[config.mk]
export PLATFORM = sky130hd
export DESIGN_NAME = clkdiv_cfg_ctrl
export DESIGN_NICKNAME = d
export VERILOG_FILES = /design/src/rtl/clkdiv_pkg.sv /design/src/rtl/clkdiv_edge_det.sv /design/src/rtl/clkdiv_cfg_ctrl.sv
export SDC_FILE = /design/constraint.sdc
export NUM_CORES = 1
export LEC_CHECK = 0
export CORE_MARGIN = 2
export CORE_UTILIZATION = 41
export CTS_CLUSTER_SIZE = 25
export DETAILED_ROUTE_END_ITERATION = 12
export PLACE_DENSITY = 0.66
export SYNTH_ARGS = -nofsm -noshare
export SYNTH_HDL_FRONTEND = slang
export SYNTH_SLANG_ARGS = --single-unit
export TNS_END_PERCENT = 100
[constraint.sdc]
create_clock -name refclk -period 2.85 [get_ports refclk]
set_clock_uncertainty 0.15 [all_clocks]
set_input_delay 0.855 -clock refclk [delete_from_list [all_inputs] [get_ports refclk]]
set_output_delay 0.855 -clock refclk [all_outputs]
set_load 0.01 [all_outputs]
[src/rtl/clkdiv_pkg.sv]
// Shared types, defaults and the ratio validity rule for the fractional clock divider.
package clkdiv_pkg;

    localparam int CLKDIV_W         = 32;
    localparam int CLKDIV_DEF_FENZI = 2;
    localparam int CLKDIV_DEF_FENMU = 1;
    // Widest ratio the validity helper handles; narrower ratios are zero-extended.
    localparam int RATIO_MAXW       = 64;

    typedef logic [2:0] clkdiv_state_t;

    localparam logic [2:0] ST_INIT      = 3'd0;
    localparam logic [2:0] ST_IDLE      = 3'd1;
    localparam logic [2:0] ST_CHECK     = 3'd2;
    localparam logic [2:0] ST_WAIT_SAFE = 3'd3;
    localparam logic [2:0] ST_APPLY     = 3'd4;
    localparam logic [2:0] ST_LOCK      = 3'd5;

    // Divider needs fenzi >= 2*fenmu; the extra top bit keeps 2*fenmu from overflowing.
    function automatic logic ratio_ok(input logic [RATIO_MAXW-1:0] fz,
                                      input logic [RATIO_MAXW-1:0] fm);
        return (fm != '0) && ({1'b0, fz} >= {fm, 1'b0});
    endfunction

endpackage

[src/rtl/clkdiv_edge_det.sv]
// Registers a monitored clock in the refclk domain and flags its rising/falling edges.
module clkdiv_edge_det (
    input  logic refclk,
    input  logic rstn_syn,
    input  logic sig_i,
    output logic rise_o,
    output logic fall_o
);

    logic clk_d_q;

    always_ff @(posedge refclk or negedge rstn_syn) begin
        if (!rstn_syn) clk_d_q <= 1'b0;
        else           clk_d_q <= sig_i;
    end

    assign rise_o = ~clk_d_q &  sig_i;
    assign fall_o =  clk_d_q & ~sig_i;

endmodule

[src/rtl/clkdiv_cfg_ctrl.sv]
// Ratio-update controller: validates requests, applies them on a clkout falling edge, tracks lock.
// Build option CLKDIV_LOCK_DET_EN: lock requires LOCK_EDGES clkout rises within TIMEOUT cycles.
module clkdiv_cfg_ctrl
    import clkdiv_pkg::*;
#(
    parameter int W          = CLKDIV_W,
    parameter int DEF_FENZI  = CLKDIV_DEF_FENZI,
    parameter int DEF_FENMU  = CLKDIV_DEF_FENMU,
    parameter int TIMEOUT    = 1024,
    parameter int LOCK_EDGES = 4
) (
    input  logic         refclk,
    input  logic         rstn_syn,
    input  logic         cfg_valid,
    output logic         cfg_ready,
    input  logic [W-1:0] cfg_fenzi,
    input  logic [W-1:0] cfg_fenmu,
    output logic         cfg_done,
    output logic         cfg_err,
    input  logic         clkout_mon,
    output logic [W-1:0] fenzi,
    output logic [W-1:0] fenmu,
    output logic         locked
);

    localparam int            TW   = $clog2(TIMEOUT) + 1;
    localparam logic [TW-1:0] TMAX = TW'(TIMEOUT - 1);

    clkdiv_state_t state_q, state_d;
    logic [TW-1:0] tcnt_q, tcnt_d;
    logic [W-1:0]  fz_s_q, fz_s_d, fm_s_q, fm_s_d;
    logic [W-1:0]  fz_q, fz_d, fm_q, fm_d;
    logic          locked_q, locked_d;
    logic          done, err;
    logic          rise, fall, tmo;
    logic          lock_hit;

    clkdiv_edge_det u_edge (
        .refclk   (refclk),
        .rstn_syn (rstn_syn),
        .sig_i    (clkout_mon),
        .rise_o   (rise),
        .fall_o   (fall)
    );

    assign tmo = (tcnt_q == TMAX);

`ifdef CLKDIV_LOCK_DET_EN
    localparam int EW = $clog2(LOCK_EDGES + 1);
    logic [EW-1:0] ecnt_q, ecnt_d;

    assign lock_hit = rise && (ecnt_q == EW'(LOCK_EDGES - 1));

    always_comb begin
        ecnt_d = ecnt_q;
        if (state_d != state_q) ecnt_d = '0;
        else if (rise)          ecnt_d = ecnt_q + 1'b1;
    end

    always_ff @(posedge refclk or negedge rstn_syn) begin
        if (!rstn_syn) ecnt_q <= '0;
        else           ecnt_q <= ecnt_d;
    end
`else
    // Without detection the divider is trusted to be running one cycle after an apply.
    logic unused_lock;
    assign unused_lock = rise ^ LOCK_EDGES[0];
    assign lock_hit    = 1'b1;
`endif

    always_comb begin
        state_d  = state_q;
        fz_s_d   = fz_s_q;
        fm_s_d   = fm_s_q;
        fz_d     = fz_q;
        fm_d     = fm_q;
        locked_d = locked_q;
        done     = 1'b0;
        err      = 1'b0;
        case (state_q)
            ST_INIT, ST_LOCK: begin
                if (lock_hit) begin
                    locked_d = 1'b1;
                    state_d  = ST_IDLE;
                end else if (tmo) begin
                    err     = 1'b1;
                    state_d = ST_IDLE;
                end
            end
            ST_IDLE: begin
                if (cfg_valid) begin
                    fz_s_d  = cfg_fenzi;
                    fm_s_d  = cfg_fenmu;
                    state_d = ST_CHECK;
                end
            end
            ST_CHECK: begin
                if (!ratio_ok(RATIO_MAXW'(fz_s_q), RATIO_MAXW'(fm_s_q))) begin
                    err     = 1'b1;
                    state_d = ST_IDLE;
                end else if (fz_s_q == fz_q && fm_s_q == fm_q) begin
                    done    = 1'b1;
                    state_d = ST_IDLE;
                end else begin
                    locked_d = 1'b0;
                    state_d  = ST_WAIT_SAFE;
                end
            end
            ST_WAIT_SAFE: begin
                if (fall || tmo) state_d = ST_APPLY;
            end
            ST_APPLY: begin
                fz_d    = fz_s_q;
                fm_d    = fm_s_q;
                done    = 1'b1;
                state_d = ST_LOCK;
            end
            default: state_d = ST_INIT;
        endcase
    end

    // Timer restarts on every state entry and saturates so long idles cannot wrap it.
    always_comb begin
        tcnt_d = tcnt_q;
        if (state_d != state_q) tcnt_d = '0;
        else if (!tmo)          tcnt_d = tcnt_q + 1'b1;
    end

    always_ff @(posedge refclk or negedge rstn_syn) begin
        if (!rstn_syn) begin
            state_q  <= ST_INIT;
            tcnt_q   <= '0;
            fz_s_q   <= '0;
            fm_s_q   <= '0;
            fz_q     <= W'(DEF_FENZI);
            fm_q     <= W'(DEF_FENMU);
            locked_q <= 1'b0;
        end else begin
            state_q  <= state_d;
            tcnt_q   <= tcnt_d;
            fz_s_q   <= fz_s_d;
            fm_s_q   <= fm_s_d;
            fz_q     <= fz_d;
            fm_q     <= fm_d;
            locked_q <= locked_d;
        end
    end

    assign cfg_ready = (state_q == ST_IDLE);
    assign cfg_done  = done;
    assign cfg_err   = err;
    assign fenzi     = fz_q;
    assign fenmu     = fm_q;
    assign locked    = locked_q;

endmodule

==> summary.md, run 1 <==
| Metric | Value |
|---|---|
| Final wirelength | 20.72 mm |
| Clock buffers created by TritonCTS | 17 |
| Post-synth cell types | 41 |
| Crit. Startpoint | fz_s_q[14] |
| Tmin final | 3513 ps |
| Area of the multi-input gates | 3317 sq um |
| CTS tree | yes |
| Die Ht | 134.7 um |
| Avg Inst Size Synth | 11.83 sq um |
| RSZ-0062 raised after global routing | yes |
| Seq cells post-synth | 144 |
| Final-report max-slew violation count | 0 |
| Post-DR wirelength/cell | 18.16 um |
| Top sig layer | met4 |
| DIE WIDTH | 134.7 um |
| Met2 wire length | 10.55 mm |
| Max Cap Viol | 0 |
| Final net count | 1,008 |
| Crit. End Element | output pin |
| DP Area | 9889 sq um |
| Min-Delay Path Class | in2async |
| Sequential share of power | 28.2% |
| Switching power | 0.004732 W |
| Pwr dens | 1223 nW/um^2 |
| Area grow syn2layout | 52.34% |
| Clk pwr share | 17.1% |
| Final Cell Area | 10,670 sq um |
| M1 WL | 8.532 mm |
| Final GP Congestion | 0.8494 |
| Vias per Instance | 5.039 |
| Slew headroom | 35.06% |
| Fin crit share | 123.3% |
| Violations in the final reports | negative setup slack |
| Pleak | 4.878 nW |
| Critical path type | reg2out |
| Crit-path max FO | 3 |
| Port-buffer cells | 135 |
| Initial Utilization | 42.07% |
| Crit path required time | 1850 ps |
| Die area | 18,140 sq um |
| Clk_lat worst skew | 420 ps |
| Fillers | 1,269 |
| Worst-path clk slew | 60 ps |
| Ports | 136 |
| Number of synthesized flops with an enable pin | 0 |
| Final setup viols | 2 |
| HPWL Detailed | 15.47 mm |
| Worst Tran Pin Value | 974.1 ps |
| WP data arrival | 2510 ps |
| Sw Share | 36.28% |
| Mapped Area | 7002 sq um |
| Internal | 0.008312 W |
| RR Startpoint | fz_s_q[24] |
| Via Count | 5,750 |
| Sequential cell area | 3606 sq um |
| Inst Count DP | 1,102 |
| First-pass GRT wire length | 32.39 mm |
| Ys flop type | dfrtp_1 |
| Largest net degree at the start of global routing | 66 |
| Max Freq | 284.6 MHz |
| Worst setup margin | -663.5 ps |
| First DRT Iteration DRCs | 263 |
| Root Buffer | clkbuf_16 |
| Status | finished, violations left |
| Vias in the first global route | 6,283 |
| Ys async rst share | 100.0% |
| Post-Layout Cell Count | 1,141 |
| Comb power frac | 54.6% |
| Sequential fraction of the synthesis area | 51.50% |
| N_diodes | 0 |
| Core box area | 16,640 sq um |
| R2R setup slack | 300 ps |
| Worst VDD drop | 0.0006752 V |
| Routed met3 length | 960 um |
| H-tree Lvls | 4 |
| Clock Sinks | 144 |
| Synth Instances | 592 |
| Clk buf depth | 2 |
| Crit path launch type | flip-flop |
| Synth warn | 0 |
| Hold Fails Final Rpt | 0 |
| Global route overflow | 0 |
| Fraction of layout cells with a size suffix above 1 | 27.04% |
| # rows | 47 |
| Total track usage | 23.70% |
| Post-route ant nets | 0 |
| DR DRC count | 0 |
| Syn Nets | 692 |
| 1st-pass router iterations | 4 |
| Initial antenna violation count | 0 |
## critical path, stage by stage, from the launching register on
cell and delay [ps]:
dfrtp_1 380, buf_4 150, xnor2_1 270, nand4_1 160, nor4_2 320, nand4_1 270, nor3_2 250, a21o_1 150
buf_2 120
## power groups by stage
stage / Combinational, W / Sequential, W / Clock [W]
2_1_floorplan: 0.00254 / 0.00393 / 0
3_3_place_gp: 0.00662 / 0.00361 / 0
3_5_place_dp: 0.00677 / 0.00367 / 0
4_1_cts: 0.00701 / 0.00366 / 0.00227
5_1_grt: 0.00767 / 0.00380 / 0.00236
6_report: 0.00712 / 0.00368 / 0.00224
## metal layers
layer / GRT usage, % / up-vias
met5: 0 / -
met4: 9.064 / 0
met3: 5.856 / 41
met2: 41.34 / 159
met1: 28.24 / 2845
li1: - / 2705
## registers in the layout, summed over array words and instances, names as in the netlist
| register | cells |
|---|---|
| fenmu | 32 |
| fenzi | 32 |
| fm_s_q | 32 |
| fz_s_q | 32 |
| locked | 1 |
| state_q | 3 |
| tcnt_q | 11 |
| u_edge.clk_d_q | 1 |
## final cells by class
type | count | share of cell area, %
clock buffers | 23 | 4.575
flip-flops and latches | 144 | 33.81
clock inverters | 9 | 0.9971
repair buffers | 317 | 25.75
well taps | 220 | 2.581
multi-input cells | 394 | 31.10
inverters | 34 | 1.196
## cells in the final DEF, fill, tap and decap left out, types with 4 or more instances in the layout
master           netlist  routed
inv_2                  1       6
xor2_1                 6       6
ha_4                   0       6
nand2_1               43      43
a21oi_1               17      16
clkbuf_8               0       4
ha_1                  32      26
clkbuf_16              0      17
clkinv_2               0       4
xnor2_1               66      63
nor4_1                12      10
mux2_1                96      96
clkdlybuf4s50_1        0     132
nor2_1                15      14
o21ai_1               37      38
nand4_1               27      27
nand2b_1               6       5
a21o_1                 5       5
inv_1                 33      28
buf_4                  1     179
dfrtp_1              142     142
and4_4                 2       4
## synth_stat cells (all sizes together) (2+ instances only)
| cell | instances | area [sq um] |
|---|---|---|
| dfrtp | 142 | 3553 |
| mux2 | 96 | 1081 |
| xnor2 | 66 | 578.1 |
| nand2 | 43 | 161.4 |
| o21ai | 39 | 195.2 |
| inv | 34 | 127.6 |
| ha | 32 | 400.4 |
| nand4 | 27 | 168.9 |
| a21oi | 17 | 85.08 |
| buf | 16 | 88.84 |
| nor2 | 15 | 56.30 |
| nor4 | 13 | 87.58 |
| nand2b | 6 | 37.54 |
| xor2 | 6 | 52.55 |
| a21o | 5 | 37.54 |
| and4 | 5 | 48.80 |
| and3 | 4 | 30.03 |
| clkbuf | 4 | 15.01 |
| nand3 | 3 | 15.01 |
| nor3 | 3 | 15.01 |
| a21boi | 2 | 15.01 |
| dfstp | 2 | 52.55 |
| o211ai | 2 | 20.02 |
## per-stage QoR
stage | total power (W) | worst slack (ps) | utilization [%] | setup TNS [ps] | hold slack (ps)
6_report | 0.01304 | -663.5 | 64.09 | -1268 | 262.4
2_1_floorplan | 0.006469 | 42.39 | - | 0 | 311.3
5_1_grt | 0.01383 | -742.1 | 64.09 | -1439 | 296.5
3_5_place_dp | 0.01044 | -639.6 | 59.42 | -1241 | 337.7
4_1_cts | 0.01294 | -655.3 | 63.39 | -1262 | 286.4
3_3_place_gp | 0.01024 | -562.5 | 59.42 | -1104 | 325.9
## logic make-up (layout without fill, tap and decap cells)
group | after synthesis | count (layout) | share of synthesized area, %
AOI/OAI and AO/OA | 71 | 71 | 5.736
xor gates and xnor gates | 72 | 72 | 9.006
adders and majority gates | 32 | 32 | 5.718
buffers and inverters | 54 | 383 | 3.306
DFF | 144 | 144 | 51.50
muxes | 97 | 97 | 15.58
and+or+nand+nor | 122 | 122 | 9.149
## path summary, 6_finish.rpt
check | end | cells past startpoint
max | cfg_done | 8
min | fenmu[19] | 1
max reg2reg | locked | 10
min reg2reg | tcnt_q[10] | 2
max in group asynchronous | state_q[1] | 2
min in group refclk | tcnt_q[10] | 2
## what timing repair did
| action | 4_1_cts | 5_1_grt |
|---|---|---|
| resized for setup | 19 | 17 |
| pin swaps | 6 | 10 |
| buffers inserted | 4 | 3 |
| hold buffers | 0 | 0 |
| setup endpoints to repair | 2 | 3 |
No activity file was read; power rests on OpenSTA's default activity.
==> run 2, diff against run 1 <==
Settings changed: CORE_MARGIN 2 to 10.
Clock period 2.85 ns to 4.2 ns, I/O delays scaled along.
==> run 2 against run 1 <==
The run now ends clean. Register-to-register slack improved by 1300 ps. Power fell by 42%. Die area rose by 25%. Via count fell by 12%. Cell count fell by 15%. Routed wire length fell by 6.5%. Worst hold slack improved by 82 ps. Count of clock-buffer cells in the layout fell by 5. Sequential power fell by 26%. Sequential share of layout area rose by 5.1 points. Combinational power fell by 55%. Critical endpoint unchanged. Highest routed layer unchanged.
==> summary.md, run 2 (synthesis results as in run 1) <==
| Metric | Value |
|---|---|
| Die Ht | 150.7 um (was 134.7 um) |
| WP data arrival | 2550 ps (was 2510 ps) |
| Largest net degree at the start of global routing | 98 (was 66) |
| 1st-pass router iterations | 5 (was 4) |
| Crit path launch type | flip-flop (unchanged) |
| Vias in the first global route | 5,564 (was 6,283) |
| Area of the multi-input gates | 3211 sq um (was 3317 sq um) |
| Sequential cell area | 3607 sq um (was 3606 sq um) |
| Root Buffer | clkbuf_16 (unchanged) |
| Clk_lat worst skew | 430 ps (was 420 ps) |
| Max Cap Viol | 0 (unchanged) |
| Fin crit share | 94.26% |
| Die area | 22,700 sq um (was 18,140 sq um) |
| First-pass GRT wire length | 31.22 mm (was 32.39 mm) |
| Tmin final | 3959 ps |
| Clk buf depth | 2 (unchanged) |
| H-tree Lvls | 4 (unchanged) |
| Port-buffer cells | 135 (unchanged) |
| # rows | 47 (unchanged) |
| Post-Layout Cell Count | 968 (was 1,141) |
| CP top delay family | simple AND/OR/NAND/NOR gates (unchanged) |
| Clock Sinks | 144 (unchanged) |
| Post-DR wirelength/cell | 20.01 um (was 18.16 um) |
| Critical path type | reg2out (unchanged) |
| Total power | 0.007548 W (was 0.01304 W) |
| Top sig layer | met4 (unchanged) |
| Inst Count DP | 930 (was 1,102) |
| Post-layout util | 55.75% (was 64.09%) |
| R2R setup slack | 1640 ps (was 300 ps) |
| Slew headroom | 35.92% (was 35.06%) |
| Fillers | 1,422 (was 1,269) |
| Total track usage | 17.98% (was 23.70%) |
| Global route overflow | 0 (unchanged) |
| Vias per Instance | 5.221 (was 5.039) |
| Post-route ant nets | 0 (unchanged) |
| DIE WIDTH | 150.7 um (was 134.7 um) |
| Final-report max-slew violation count | 0 (unchanged) |
| Pwr dens | 813.5 nW/um^2 (was 1223 nW/um^2) |
| RSZ-0062 raised after global routing | no (was yes) |
| Worst VDD drop | 0.0005265 V (was 0.0006752 V) |
| Max Freq | 252.6 MHz |
| M1 WL | 8.297 mm (was 8.532 mm) |
| Worst Path Buf+Inv | 2 (unchanged) |
| Commonest non-fill, non-tap cell in the layout | dfrtp_1 (was buf_4) |
| Final wirelength | 19.37 mm (was 20.72 mm) |
| Post-CTS Hold Buffers | 0 (unchanged) |
| Crit-path max FO | 4 (was 3) |
| Critical-path top delay cell | dfrtp_2 (was dfrtp_1) |
| Fraction of layout cells with a size suffix above 1 | 7.888% (was 27.04%) |
| Final GP Congestion | 0.8481 (was 0.8494) |
| Most frequent cells in the layout | dfrtp_1 (141), clkdlybuf4s50_1 (132), mux2_1 (96), xnor2_1 (65), nand2_1 (43) (was buf_4 (179), dfrtp_1 (142), clkdlybuf4s50_1 (132), mux2_1 (96), xnor2_1 (63)) |
| Status | finished clean (was finished, violations left) |
| Hold Fails Final Rpt | 0 (unchanged) |
| Min-delay src | tcnt_q[10] |
| Via Count | 5,054 (was 5,750) |
| Cell chain of the critical path | inv_1 -> ha_1 -> nand4_1 -> nor4_2 -> and2_4 -> o211ai_1 -> a31oi_4 -> a21o_1 -> clkbuf_2 (was buf_4 -> xnor2_1 -> nand4_1 -> nor4_2 -> nand4_1 -> nor3_2 -> a21o_1 -> buf_2) |
| Met2 wire length | 9.244 mm (was 10.55 mm) |
| N_diodes | 0 (unchanged) |
| Worst-path clk slew | 60 ps (about the same) |
| Pleak | 4.005 nW (was 4.878 nW) |
| Core box area | 16,640 sq um (unchanged) |
| Final setup viols | 0 (was 2) |
| Crit-path max cell delay | 410 ps (was 380 ps) |
| Worst r2r dst | locked (unchanged) |
| Initial Utilization | 42.07% (unchanged) |
| Clock buffers created by TritonCTS | 17 (unchanged) |
| RR Startpoint | fm_s_q[30] (was fz_s_q[24]) |
| CTS tree | yes (unchanged) |
| R2r worst-path depth | 10 (unchanged) |
| Final setup TNS | 0 ps (was -1268 ps) |
| HPWL Detailed | 14.50 mm (was 15.47 mm) |
| Initial antenna violation count | 0 (unchanged) |
| First DRT Iteration DRCs | 297 (was 263) |
| Min-Delay Path Class | reg2reg (was in2async) |
| Routed met3 length | 1.309 mm (was 960 um) |
| Final net count | 835 (was 1,008) |
| WHS Endpoint | tcnt_q[10] |
| Crit path required time | 2790 ps (was 1850 ps) |
| Crit. End Element | output pin (unchanged) |
| DR DRC count | 0 (unchanged) |
| Hold Path Cell Cnt | 2 |
| Area grow syn2layout | 32.51% (was 52.34%) |
| Worst Tran Pin Value | 961.2 ps (was 974.1 ps) |
| Ports | 136 (unchanged) |
## run 2: cell count changes in the layout (fill, tap and decap cells not counted), sizes merged
cell | previous run | this run
buf | 185 | 10
bufinv | 2 | 4
clkbuf | 23 | 20
clkinvlp | 0 | 3
## run 2: worst register-to-register path, cell delays in order, from the launching register on
cell      delay [ps]
dfrtp_2          410
inv_1             70
ha_1             310
nand4_1          140
nor4_2           280
and2_4           200
o211ai_1         140
a31oi_4          270
buf_4            140
nand4_1          130
o21ba_1          210
## run 2: stage by stage
| stage | cell area (sq um) | hold slack (ps) | worst slack [ps] |
|---|---|---|---|
| 6_report | 9278 | 344.7 | 240.9 |
| 5_1_grt | 9278 | 386.7 | 60.60 |
| 2_1_floorplan | 7002 | 311.3 | 987.4 |
| 3_5_place_dp | 8586 | 335.4 | 130.2 |
| 3_3_place_gp | 8586 | 327.4 | 185.0 |
| 4_1_cts | 9250 | 345.0 | 78.51 |
## run 2: repair_timing
| item | 4_1_cts | 5_1_grt |
|---|---|---|
| pin swaps | 5 | 5 |
| setup buffers | 4 | 2 |
| resized for setup | 5 | 8 |
| setup endpoints to repair | 2 | 2 |
| cloned | 0 | 0 |
## run 2: how the worst max path moves through the flow
stage / cells past startpoint / endpoint / slack (ps) / from
after floorplan: 8 / cfg_err / 990 / fm_s_q[26]
after global placement: 9 / cfg_done / 180 / fm_s_q[30]
after detailed placement: 9 / cfg_done / 130 / fm_s_q[30]
after CTS: 8 / cfg_done / 80 / fz_s_q[27]
after global routing: 7 / cfg_done / 60 / fm_s_q[14]
final: 9 / cfg_done / 240 / fm_s_q[30]
## run 2: where the power goes
| group | internal, W | switching (W) |
|---|---|---|
| Clock | 0.000992 | 0.000599 |
| Sequential | 0.00200 | 0.000737 |
| Combinational | 0.00167 | 0.00155 |
| Total | 0.00466 | 0.00288 |
## run 2: area by class of cell
cell class,count,area share [%]
Timing Repair Buffer,144,15.47
Inverter,34,1.376
Clock inverter,14,2.077
Sequential cell,144,38.88
Tap cell,220,2.967
Clock buffer,18,4.626
Multi-Input combinational cell,394,34.61
## run 2: routing by layer
metal | global-route usage (%) | vias to the layer above
met5 | 0 | -
li1 | - | 2369
met1 | 21.75 | 2514
met3 | 6.122 | 34
met2 | 28.99 | 137
met4 | 6.978 | 0
